--- src/rtl/cordic_result_serializer.sv ---
// Result-pair buffer for cordic_system: stores (cos, sin) pairs in a small FIFO and
// replays them as a cos-then-sin word stream with frame marking and drop detection.
module cordic_result_serializer #(
    parameter int DATA_W    = 32,
    parameter int DEPTH     = 4,
    parameter int FRAME_LEN = 17
) (
    input  logic                     iClk,
    input  logic                     iReset,
    input  logic                     iData_valid,
    input  logic [DATA_W-1:0]        iData_cos,
    input  logic [DATA_W-1:0]        iData_sin,
    output logic                     oReady,
    output logic                     oWord_valid,
    output logic [DATA_W-1:0]        oWord,
    output logic                     oWord_sel,
    output logic                     oLast,
    input  logic                     iWord_ready,
    output logic                     oOverflow,
    output logic [$clog2(DEPTH):0]   oFill
);

    localparam int AW = $clog2(DEPTH);
    localparam int SW = (FRAME_LEN > 1) ? $clog2(FRAME_LEN) : 1;
    localparam logic [AW:0]   FULL      = (AW+1)'(DEPTH);
    localparam logic [SW-1:0] SCNT_LAST = SW'(FRAME_LEN - 1);

    logic [DATA_W-1:0] cosMem [DEPTH];
    logic [DATA_W-1:0] sinMem [DEPTH];

    logic [AW-1:0] wrPtr;
    logic [AW-1:0] rdPtr;
    logic [AW:0]   fill;
    logic          ph;
    logic [SW-1:0] scnt;
    logic          overflow;

    logic push;
    logic pop;
    logic xfer;
    logic drop;

    // Acceptance is decided from registered occupancy only; a same-cycle pop
    // never frees a slot for the incoming pair.
    assign oReady = (fill < FULL) && !iReset;
    assign push   = iData_valid && oReady;
    assign drop   = iData_valid && !oReady && !iReset;

    assign oWord_valid = (fill != '0);
    assign xfer        = oWord_valid && iWord_ready;
    assign pop         = xfer && ph;

    assign oWord     = !oWord_valid ? '0 : (ph ? sinMem[rdPtr] : cosMem[rdPtr]);
    assign oWord_sel = ph;
    assign oLast     = oWord_valid && ph && (scnt == SCNT_LAST);
    assign oOverflow = overflow;
    assign oFill     = fill;

    // Pair storage carries data only, so it is left out of reset.
    always_ff @(posedge iClk) begin
        if (push) begin
            cosMem[wrPtr] <= iData_cos;
            sinMem[wrPtr] <= iData_sin;
        end
    end

    always_ff @(posedge iClk) begin
        if (iReset) begin
            wrPtr    <= '0;
            rdPtr    <= '0;
            fill     <= '0;
            ph       <= 1'b0;
            scnt     <= '0;
            overflow <= 1'b0;
        end else begin
            if (push) wrPtr <= wrPtr + 1'b1;
            if (pop)  rdPtr <= rdPtr + 1'b1;
            case ({push, pop})
                2'b10:   fill <= fill + 1'b1;
                2'b01:   fill <= fill - 1'b1;
                default: fill <= fill;
            endcase
            if (xfer) ph <= !ph;
            if (pop)  scnt <= (scnt == SCNT_LAST) ? '0 : scnt + 1'b1;
            if (drop) overflow <= 1'b1;
        end
    end

endmodule
--- config.mk ---
export PLATFORM = sky130hd
export DESIGN_NAME = cordic_result_serializer
export DESIGN_NICKNAME = d
export VERILOG_FILES = /design/src/rtl/cordic_result_serializer.sv
export SDC_FILE = /design/constraint.sdc
export NUM_CORES = 1
export LEC_CHECK = 0
export BUFFER_PORTS_ARGS = -buffer_cell sky130_fd_sc_hd__buf_2
export CAP_MARGIN = 5
export CORE_ASPECT_RATIO = 1.2
export CORE_UTILIZATION = 39
export DETAILED_ROUTE_END_ITERATION = 10
export PLACE_DENSITY = 0.54
export SETUP_SLACK_MARGIN = 0.05
export SKIP_CTS_REPAIR_TIMING = 1
export SLEW_MARGIN = 10
export SYNTH_ARGS = -nofsm -noshare
export SYNTH_HDL_FRONTEND = slang
export SYNTH_SLANG_ARGS = --single-unit
--- constraint.sdc ---
create_clock -name iClk -period 4 [get_ports iClk]
set_input_delay 0.2 -clock iClk [delete_from_list [all_inputs] [get_ports iClk]]
set_output_delay 0.2 -clock iClk [all_outputs]
set_load 0.05 [all_outputs]
* Word level (Yosys, flattened, before mapping)
Memories as Yosys holds them, arrays and structs flattened. A register that Yosys moved wholly into a read port is not among the register bits.
Cells that the tools add are included.
** Word-level totals
- Memory bits (read-only) :: 0
- Memories :: 2
- Bits in writable memories :: 256
- Input port bits :: 68
- Latch bits :: 0
- Output and inout bits :: 40
- Logic and storage cells :: 40
- Register bits :: 14
** Memory list
- cosMem :: depth 4, width 32, rd ports 1, clocked after Yosys merged registers in 1, wr ports 1, RTL line 28 : logic [DATA_W-1:0] cosMem [DEPTH];
- sinMem :: depth 4, width 32, rd ports 1, clocked after Yosys merged registers in 1, wr ports 1, RTL line 29 : logic [DATA_W-1:0] sinMem [DEPTH];
** Cells by class
- Bitwise logic cells :: 0
- $lt $le $gt $ge :: 1
- $add $sub $neg :: 5
- Mux-type cells :: 10
- Multipliers :: 0
- Divide/modulo/power cells :: 0
- Reductions and logical operators :: 13
- Shift-type cells :: 0
- Equal/unequal tests :: 3
** Operators with widths (number)
- $mux 32 :: 2
- $logic_and 1x1->1 :: 8
- $mux 2 :: 4
- $pmux 3 s2 :: 1
- $add 5x1->5 const B :: 1
- $eq 5x5->1 const B :: 1
- $mux 5 :: 1
- $add 2x1->2 const B :: 2
- $add 3x1->3 const B :: 1
- $logic_not 1->1 :: 3
- $lt 3x3->1 const B :: 1
- $reduce_bool 3->1 :: 1
- $sub 3x1->3 const B :: 1
- $eq 2x1->1 const B :: 1
- $eq 2x2->1 const B :: 1
- $mux 1 :: 2
- $reduce_bool 2->1 :: 1

* Longest topological paths before layout
Gate-level depths: netlist of run 1.
- Word-level depth :: 5
- Gate-level depth with buffers :: 9
- Gate-level depth less buffers :: 8

* Worst setup path before layout of run 1
No wires, ideal clock.
- Path kind :: register to register
- Start point :: reg fill[2] (netlist: oFill[2])
- End point :: mem cosMem[0][0] (enable)
- Slack :: 961 ps
- Required time :: 3571 ps
- Cell stages (with the launch flop) :: 4
- Arrival time :: 2610 ps
- Library setup time :: 429 ps
- Clock period less this slack :: 3039 ps
- Path buffers :: 1
- Cell sequence :: dfxtp_1 -> buf_6 -> nor3b_2 -> and2_1
** On the way
- Longest elaborated chain between the ends :: 5
** RTL lines
- start, declared :: RTL line 33 : logic [AW:0] fill;
- start signal, assigned :: RTL line 79 : 2'b10: fill <= fill + 1'b1;
- start signal, assigned :: RTL line 80 : 2'b01: fill <= fill - 1'b1;
- start signal, assigned :: RTL line 81 : default: fill <= fill;
- $lt 3x3->1 :: RTL line 45 : assign oReady = (fill < FULL) && !iReset;
- $logic_and 1x1->1 :: RTL line 45
- $logic_and 1x1->1 :: RTL line 46 : assign push = iData_valid && oReady;
- $mux 1 :: RTL line 61 : if (push) begin
- $mux 1 (implied by the code) :: RTL line 62 : cosMem[wrPtr] <= iData_cos;
- end, declared :: RTL line 28
Every way passes these cells.

==> out/summary.txt, run 1 <==
Hold WC Path Type: in2reg
Worst Setup Start Kind: flip-flop
Worst EP required: 3800 ps
Number of H-tree levels: 1
Final Max Slew Viols: 0
Reg2Reg Launch Point: oFill[2]$_SDFFE_PP0P_
Worst Max-Slew Pin Slew: 1040 ps
Initial antenna violation count: 0
Clock root cell: clkbuf_16
Num ports: 108
DRT iter0 DRCs: 316
Critical Path Sink: oWord[11]
Highest Clock Rate: 348 MHz
Reg2reg end: sinMem[0][3]$_DFFE_PP_
Final worst-path cycle share: 71.8%
Synth warn: 0
Worst-Skew Late Latency: 530 ps
HP Start: iReset
First-pass GRT wire length: 30200 um
Antenna diodes: 0
Syn_area_per_cell: 22.4 um^2
Clock skew: 7.78 ps
WP data arrival: 2670 ps
Synth Cell Area: 10400 um^2
Routed wire length per instance: 19.7 um
Largest net degree at the start of global routing: 65
Site row count: 65
Post-DP HPWL: 10700 um
Rel. slew slack: 30.5%
Area grow syn2layout: 23.5%
Max-Cap Viols: 0
Area leader, netlist: edfxtp_1
CTS tree: done
Starting Density: 39.6%
Comb pwr share: 7.5%
Setup TNS: 0 ps
Critical Path End Type: output port
Post-layout min period: 2870 ps
CORE AREA: 26300 um^2
RSZ-0062 raised after global routing: no
I/O Buffers: 107
Total gr overflow: 0
Slowest stage delay, CP: 680 ps
Cells on worst reg2reg path: 2
Post-DRT Antenna Nets: 0
Area of the die: 27300 um^2
PwrDens: 489 nW/um^2
Synth Register Bits: 272
Fillers: 2145
Syn nets: 540
Routability congestion estimate: 0.668
Die Ht: 181 um
Final setup vio count: 0
Leakage: 4.32 nW
Number of global-route vias before repair: 5319
Clk pwr share: 41.3%
Cts bufs inserted: 28
Int Pwr: 4.95 mW
CTS clock-pin slew for the worst setup and hold paths: 60 ps
NetSw: 1.34 mW
Flop pwr share: 51.2%
Nets@finish: 722
# DRC: 0
Hold slack: 43.1 ps
Share of the synthesized area in the top cell type: 73.9%
Clk buf depth: 3
Worst VDD drop: 0.000467 V
Vias: 5145
Die Wd: 151 um
Worst path slowest cell: dfxtp_4
Vias per cell: 5.13
Fin. Hold Viols: 0
Sw frac: 21.3%
CP Cell Sequence: buf_4 -> mux4_1 -> a22o_1 -> buf_2
Gr usage total: 14.8%
WS Path Type: reg2out
Synth cell types: 35
Sequential-to-total area share from yosys stat: 76.9%
Clk sinks: 272
Synth area leaders: edfxtp_1 74%, mux4_2 11%, dfxtp_1 3.1%, mux4_1 2.8%, a22o_1 2.7%
Initial DRT Pass Iterations: 5
Post-Synthesis Cells: 464
Worst-path maximum fanout: 27
R2R Setup Slk: 1630 ps
Wirelength, routed: 19700 um
Layout cells sized above 1: 32.6%
Outcome: finished, final reports clean
-- worst min path at each step --
| stage | end | slack [ps] | cells past startpoint |
|---|---|---|---|
| finish | oOverflow$_SDFFE_PP0P_ | 40 | 2 |
| global route | wrPtr[0]$_SDFFE_PP0P_ | 50 | 2 |
| CTS | cosMem[3][3]$_DFFE_PP_ | -140 | 1 |
| detailed placement | cosMem[2][7]$_DFFE_PP_ | 420 | 1 |
| global placement | sinMem[3][24]$_DFFE_PP_ | 410 | 1 |
| floorplan | cosMem[0][0]$_DFFE_PP_ | 300 | 0 |
-- cell families (layout without fill, tap and decap cells) --
family	after synthesis	after routing	synth area share [%]
flip-flops	272	272	76.9
multiplexers	64	64	14.2
AO/OA/AOI/OAI	50	50	3.89
buffers and inverters	35	239	1.80
AND/OR/NAND/NOR	30	30	1.67
adder cells (fa/ha/maj)	8	8	1.03
XOR/XNOR	5	5	0.421
-- synthesized netlist by cell type --
library cell / instances
dfxtp_1: 16
mux4_2: 53
or3_1: 3
inv_2: 2
o21ai_1: 1
nand3_1: 3
and2_1: 4
xnor2_1: 2
a22o_1: 32
o311ai_4: 1
or3_4: 1
o31ai_1: 2
mux4_1: 11
edfxtp_1: 256
nor2_1: 10
a311oi_1: 1
nor2b_4: 1
o31a_1: 1
buf_2: 6
nor3b_2: 1
nand2b_1: 1
clkbuf_4: 1
ha_1: 7
xor2_1: 3
a31oi_1: 1
fa_1: 1
or4_1: 1
inv_1: 9
buf_6: 6
buf_1: 1
nand2_1: 4
nand4bb_1: 1
clkbuf_1: 10
o21ai_0: 3
a21oi_1: 8
-- layout make-up --
cell class	count	area, um^2	area share (%)
multi-input cells	157	2220	17.3
clock buffers	36	752	5.85
repair buffers	176	1220	9.46
well taps	335	419	3.26
flip-flops and latches	272	8020	62.4
clock inverters	16	185	1.44
inverters	11	41.3	0.321
-- routing by layer --
layer  track usage [%]  vias up  wire, um
li1                  -     2326         -
met1              19.8     2647      8550
met2              24.1      140      9690
met3              3.41       32      1100
met4              4.36        0       367
met5                 0        -         0
-- power by group through the flow --
stage	combinational (mW)	sequential, mW	clock, mW
after detailed placement	0.427	3.28	0
after CTS	0.429	3.22	2.67
final	0.472	3.22	2.60
after global routing	0.507	3.22	2.79
after floorplan	0.283	3.28	0
after global placement	0.420	3.27	0
-- worst max-delay path, delay by kind of cell, from the launching register on --
family | cells | cell delay [ps]
flops | 1 | 680
mux | 1 | 610
buf+inv | 2 | 600
compound gates | 1 | 240
-- cell usage in the layout (no fill, tap or decap), types with 7 or more instances in the layout --
| cell | n |
|---|---|
| nor2_1 | 10 |
| dfxtp_1 | 14 |
| edfxtp_1 | 256 |
| a22o_1 | 32 |
| clkbuf_1 | 7 |
| clkbuf_16 | 29 |
| dlygate4sd3_1 | 65 |
| mux4_2 | 53 |
| a21oi_1 | 8 |
| mux4_1 | 11 |
| inv_1 | 9 |
| buf_2 | 107 |
| ha_1 | 7 |
-- metrics by stage --
stage | area, um^2 | setup slack [ps] | std cells | util, % | total power, mW
6_report | 12900 | 1130 | 1003 | 48.9 | 6.29
3_3_place_gp | 11300 | 1610 | 886 | 42.9 | 3.69
4_1_cts | 12200 | 1020 | 938 | 46.5 | 6.31
2_1_floorplan | 10400 | 961 | 464 | - | 3.57
3_5_place_dp | 11300 | 1580 | 886 | 42.9 | 3.71
5_1_grt | 12900 | 941 | 1003 | 48.9 | 6.51
-- state kept, by name, indices dropped and copies added, names as in the netlist, named ones only --
signal,flops
sinMem,128
scnt,5
oFill,3
oOverflow,1
wrPtr,2
rdPtr,2
cosMem,128
oWord_sel,1
No activity file was read; power rests on OpenSTA's default activity.
==> inputs of run 2 (changes only) <==
clock period = 3 ns   (was 4 ns; I/O delays follow)
==> run 2 against run 1 <==
- global-route usage up 0.45 points
- cell area up 0.96%
- total power up 31%
- clock skew up 16 ps
- critical path depth up 1
- via count up 1.0%
- final cell count up 1.2%
- hold slack worse by 35 ps
- sequential power up 33%
- critical endpoint is now oWord[20]
==> out/summary.txt, run 2 (synthesized netlist as in run 1, its figures left out) <==
Outcome: finished, final reports clean
Vias per cell: 5.12 (-0.15%)
Worst-Skew Late Latency: 540 ps (about the same)
Area of the multi-input gates: 2220 um^2 (unchanged)
Worst VDD drop: 0.000447 V (-4.4%)
Worst-path maximum fanout: 15 (-44%)
Post-DRT Antenna Nets: 0 (unchanged)
Fillers: 2166 (+0.98%)
Leakage: 4.39 nW (+1.5%)
Setup TNS: 0 ps (unchanged)
Antenna diodes: 0 (unchanged)
Slowest stage delay, CP: 540 ps (-140 ps)
WS Path Type: reg2out
Hold WC Path Type: in2reg
Crit path max-delay family: simple AND/OR/NAND/NOR gates
Num ports: 108 (unchanged)
Post-DP HPWL: 11900 um (+11%)
Vias: 5199 (+1.0%)
Cells after DPL: 898 (+1.4%)
Commonest non-fill, non-tap cell in the layout: edfxtp_1
Final worst-path cycle share: 89.1%
Area of the die: 27300 um^2 (unchanged)
Biggest regs: cosMem (128), sinMem (128), scnt (5)
Initial antenna violation count: 0 (unchanged)
WP data arrival: 2520 ps (-150 ps)
Total gr overflow: 0 (unchanged)
Core Util, Final: 49.4% (+0.47 points)
CTS clock-pin slew for the worst setup and hold paths: 60 ps (about the same)
First-pass GRT wire length: 31300 um (+3.4%)
Flip-flop and latch area: 8010 um^2 (about the same)
Final setup vio count: 0 (unchanged)
Die Ht: 181 um (unchanged)
Gr usage total: 15.3% (+0.45 points)
Clock skew: 23.8 ps (+16.0 ps)
Die Wd: 151 um (unchanged)
Setup WS pre-CTS: 829 ps (-747 ps)
Site row count: 65 (unchanged)
Routability congestion estimate: 0.736 (+10%)
Starting Density: 39.6% (unchanged)
Clk buf depth: 3 (unchanged)
Initial DRT Pass Iterations: 4 (-1)
Clk sinks: 272 (unchanged)
Number of H-tree levels: 1 (unchanged)
Critical Path End Type: output port
Worst Max-Slew Pin Slew: 531 ps (-511 ps)
Final Max Slew Viols: 0 (unchanged)
Wirelength, routed: 20500 um (+4.1%)
Worst EP required: 2850 ps (-950 ps)
Post-layout min period: 2670 ps
Cts bufs inserted: 28 (unchanged)
CP Cell Sequence: or3_4 -> nor2b_4 -> buf_4 -> a22o_1 -> buf_2
Total power: 8.24 mW (+31%)
CTS tree: done
Worst path slowest cell: dfxtp_1
Placed Area: 11400 um^2 (+1.4%)
Buf+Inv Stages, Crit Path: 2 (unchanged)
CORE AREA: 26300 um^2 (unchanged)
Clock root cell: clkbuf_16
I/O Buffers: 107 (unchanged)
DRT iter0 DRCs: 265 (-16%)
Largest net degree at the start of global routing: 65 (unchanged)
PwrDens: 635 nW/um^2 (+30%)
# DRC: 0 (unchanged)
Routed wire length per instance: 20.2 um (+2.9%)
Hold slack: 7.75 ps (-35.4 ps)
Setup slack after layout: 326 ps (-802 ps)
Rel. slew slack: 64.5% (+34 points)
Layout cells sized above 1: 34.1% (+1.5 points)
Number of global-route vias before repair: 5408 (+1.7%)
Fin. Hold Viols: 0 (unchanged)
Worst Setup Start Kind: flip-flop
Design area: 13000 um^2 (+0.96%)
Highest Clock Rate: 374 MHz
Most frequent cells in the layout: 256 x edfxtp_1, 107 x buf_2, 67 x dlygate4sd3_1
Nets@finish: 736 (+1.9%)
RSZ-0062 raised after global routing: no
Area grow syn2layout: 24.7%
Max-Cap Viols: 0 (unchanged)
Non-Filler Instances: 1015 (+1.2%)
-- run 2: cell count changes in the layout (fill, tap and decap cells not counted), sizes merged --
cell,previous run,this run
buf,111,123
bufinv,4,2
clkbuf,36,33
dlygate4sd3,65,67
clkinvlp,1,2
clkinv,10,12
-- run 2: report_power, final --
| group | switching, mW | leakage [nW] | total (mW) | internal, mW |
|---|---|---|---|---|
| Clock | 1.41 | 0.431 | 3.30 | 1.89 |
| Combinational | 0.407 | 1.50 | 0.650 | 0.243 |
| Sequential | 0.0312 | 2.46 | 4.29 | 4.26 |
| Total | 1.84 | 4.39 | 8.24 | 6.39 |
-- run 2: layer usage --
layer	global-route usage, %	vias to the layer above	part of all wire [%]
met3	3.18	23	4.6
met1	19.4	2696	43
met4	3.56	0	1.4
met5	0	-	0
li1	-	2357	-
met2	26.5	123	51
-- run 2: final timing paths --
kind | start | endpoint | slack [ps] | cells past startpoint
setup reg to reg | oFill[2]$_SDFFE_PP0P_ | oFill[2]$_SDFFE_PP0P_ | 830 | 8
setup / recovery | oFill[2]$_SDFFE_PP0P_ | oWord[20] | 330 | 5
hold / removal | iWord_ready | oWord_sel$_SDFFE_PP0N_ | 8 | 4
hold reg to reg | scnt[4]$_SDFFE_PP0P_ | scnt[4]$_SDFFE_PP0P_ | 490 | 2
-- run 2: worst register-to-register path, cell delays in order (launching register included) --
cell and delay, ps:
dfxtp_1 540, o311ai_4 210, inv_2 150, ha_1 190, inv_1 60, fa_1 370
xor2_1 150, or3_1 300, a21oi_1 130
-- run 2: cell type report --
| cell class | instances | share of cell area (%) |
|---|---|---|
| tap | 335 | 3.23 |
| sequential | 272 | 61.7 |
| multi-input combinational | 157 | 17.1 |
| timing repair buffer | 190 | 10.8 |
| clock buffer | 33 | 5.54 |
| clock inverter | 17 | 1.22 |
| inverter | 11 | 0.318 |
==> inputs of run 3 (changes only) <==
ABC_AREA = 1   (was unset)
==> run 3 against run 2 <==
- core utilization shrank 0.40 points
- synthesized area grew 4.7%
- cell area grew 2.9%
- largest power group unchanged
==> out/summary.txt, run 3 <==
Post-synth EDFFs: 256 (unchanged)
Syn_area_per_cell: 12.0 um^2 (-46%)
Setup slack after layout: 427 ps (+100 ps)
I/O Buffers: 107 (unchanged)
RSZ-0062 raised after global routing: no
Fillers: 2492 (+15%)
Worst Setup Start Kind: flip-flop
Post-Synthesis Cells: 905 (+95%)
Flop pwr share: 51.3% (-0.7 points)
CORE AREA: 27300 um^2 (+3.7%)
Number of H-tree levels: 1 (unchanged)
Share of the synthesized area in the top cell type: 70.6% (-3.3 points)
Post-DRT Antenna Nets: 0 (unchanged)
Rel. slew slack: 57.3% (-7.3 points)
Routed wire length per instance: 16.8 um (-17%)
NetSw: 1.88 mW (+1.6%)
Reg2Reg Launch Point: oFill[2]$_SDFFE_PP0P_
Area leader, netlist: edfxtp_1
Worst Max-Slew Pin Slew: 641 ps (+110 ps)
Die Wd: 155 um (+2.3%)
Critical Path End Type: output port
Initial DRT Pass Iterations: 5 (+1)
Core Util, Final: 49.0% (-0.40 points)
Gr usage total: 16.7% (+1.5 points)
Post-layout min period: 2570 ps (-100 ps)
Worst VDD drop: 0.000387 V (-13%)
Hold WC Path Type: in2reg
Final setup vio count: 0 (unchanged)
First-pass GRT wire length: 36800 um (+18%)
Hold slack: 292 ps (+284 ps)
WS Path Type: reg2out
Site row count: 66 (+1.5%)
Design area: 13400 um^2 (+2.9%)
CTS tree: done
Final Max Slew Viols: 0 (unchanged)
Commonest non-fill, non-tap cell in the layout: edfxtp_1
Most numerous cell in the Yosys netlist: edfxtp_1
Synth Flop Type: edfxtp_1
Most frequent cells in the layout: 256 x edfxtp_1, 211 x nor2_1, 133 x o21ai_0
Post-DP HPWL: 14000 um (+18%)
Non-Filler Instances: 1438 (+42%)
Clock root cell: clkbuf_16
Ys async rst share: 0% (unchanged)
Worst-path maximum fanout: 78 (+63)
Cells after DPL: 1320 (+47%)
Placed Area: 11800 um^2 (+3.1%)
HP Start: iData_valid
Clk buf depth: 3 (unchanged)
CTS clock-pin slew for the worst setup and hold paths: 60 ps (about the same)
Number of global-route vias before repair: 6534 (+21%)
PwrDens: 623 nW/um^2 (-1.9%)
Worst-Skew Late Latency: 520 ps (-20 ps)
Die Ht: 185 um (+2.3%)
Cts bufs inserted: 27 (-3.6%)
Setup WS pre-CTS: 882 ps (+52.1 ps)
Synth Register Bits: 272 (unchanged)
Nets@finish: 1152 (+57%)
# DRC: 0 (unchanged)
Synth cell types: 24 (-31%)
Synth top cells by count: 256 x edfxtp_1, 216 x nor2_1, 133 x o21ai_0
Worst EP required: 2850 ps (about the same)
Layout cells sized above 1: 16.3% (-18 points)
Routability congestion estimate: 0.763 (+3.7%)
Leakage: 4.93 nW (+12%)
Max-Cap Viols: 0 (unchanged)
Biggest regs: cosMem (128), sinMem (128), scnt (5)
Syn nets: 981 (+82%)
Synth area leaders: edfxtp_1 71%, nor2_1 7.4%, o21ai_0 6.1%, nand2_1 4.1%, dfxtp_1 2.9%
Clk pwr share: 40.6% (+0.5 points)
Starting Density: 40.0% (+0.35 points)
Largest net degree at the start of global routing: 79 (+22%)
Area grow syn2layout: 22.6%
Total power: 8.31 mW (+0.92%)
Vias: 7072 (+36%)
Comb pwr share: 8.1% (+0.2 points)
DRT iter0 DRCs: 464 (+75%)
Outcome: finished, final reports clean
Highest Clock Rate: 389 MHz (+3.9%)
WP data arrival: 2420 ps (-100 ps)
Cells on worst reg2reg path: 12 (+4)
Clk sinks: 272 (unchanged)
Num ports: 108 (unchanged)
Hold path depth: 3 (-1)
Fin. Hold Viols: 0 (unchanged)
Sequential-to-total area share from yosys stat: 73.5% (-3.4 points)
Sw frac: 22.6% (+0.16 points)
Flip-flop and latch area: 8020 um^2 (about the same)
Area of the multi-input gates: 2520 um^2 (+13%)
Hold Crit Endpoint: wrPtr[1]$_SDFFE_PP0P_
Synth warn: 0 (unchanged)
Setup TNS: 0 ps (unchanged)
Int Pwr: 6.44 mW (+0.71%)
Reg2reg end: oFill[2]$_SDFFE_PP0P_
Initial antenna violation count: 2 (+2)
Final worst-path cycle share: 85.8% (-3.3 points)
Wirelength, routed: 24200 um (+18%)
Vias per cell: 4.92 (-4.0%)
Total gr overflow: 0 (unchanged)
Area of the die: 28600 um^2 (+4.6%)
Synth Cell Area: 10900 um^2 (+4.7%)
R2R Setup Slk: 870 ps (+40 ps)
Clock skew: 11.3 ps (-12.5 ps)
## run 3: kinds of logic after synthesis
logic type      share of synthesized area, %
simple gates                            12.3
flops                                   73.5
compound gates                          9.42
buf+inv                                 3.69
fa+ha+maj                              0.988
xor+xnor                              0.0804
## run 3: area by class of cell
type | instances | share of cell area [%]
multi-input cells | 561 | 18.8
inverters | 23 | 0.656
clock inverters | 21 | 1.61
diodes | 2 | 0.0375
flip-flops and latches | 272 | 60.0
repair buffers | 191 | 10.6
clock buffers | 28 | 5.09
well taps | 340 | 3.19
## run 3: per-layer routing
layer,vias up,GRT usage [%],part of all wire (%)
li1,3500,-,-
met3,32,3.11,5.2
met2,157,26.4,46
met1,3383,23.7,47
met4,0,4.75,1.8
met5,-,0,0
## run 3: how the worst max path moves through the flow
stage                                     start                      to  cells past startpoint
after floorplan           oFill[2]$_SDFFE_PP0P_  cosMem[0][0]$_DFFE_PP_                      3
after global placement    oFill[2]$_SDFFE_PP0P_   oFill[2]$_SDFFE_PP0P_                     12
after detailed placement  oFill[2]$_SDFFE_PP0P_   oFill[2]$_SDFFE_PP0P_                     11
after CTS                             flip-flop               oWord[14]                      7
after global routing                  flip-flop                oWord[9]                      7
final                                 flip-flop               oWord[14]                      7
## run 3: worst max-delay path, cell delays in order, from the launching register on
cell and delay, ps:
dfxtp_4 550, clkinv_2 290, buf_12 290, o21ai_0 200
o21ai_1 130, nand2_1 80, nand2_1 90, buf_2 230
## run 3: power groups by stage
stage	Clock [mW]	Combinational [mW]	Sequential, mW
detailed placement	0	0.609	4.35
global placement	0	0.606	4.35
floorplan	0	0.379	4.36
global route	3.61	0.733	4.27
finish	3.37	0.673	4.27
CTS	3.45	0.611	4.27
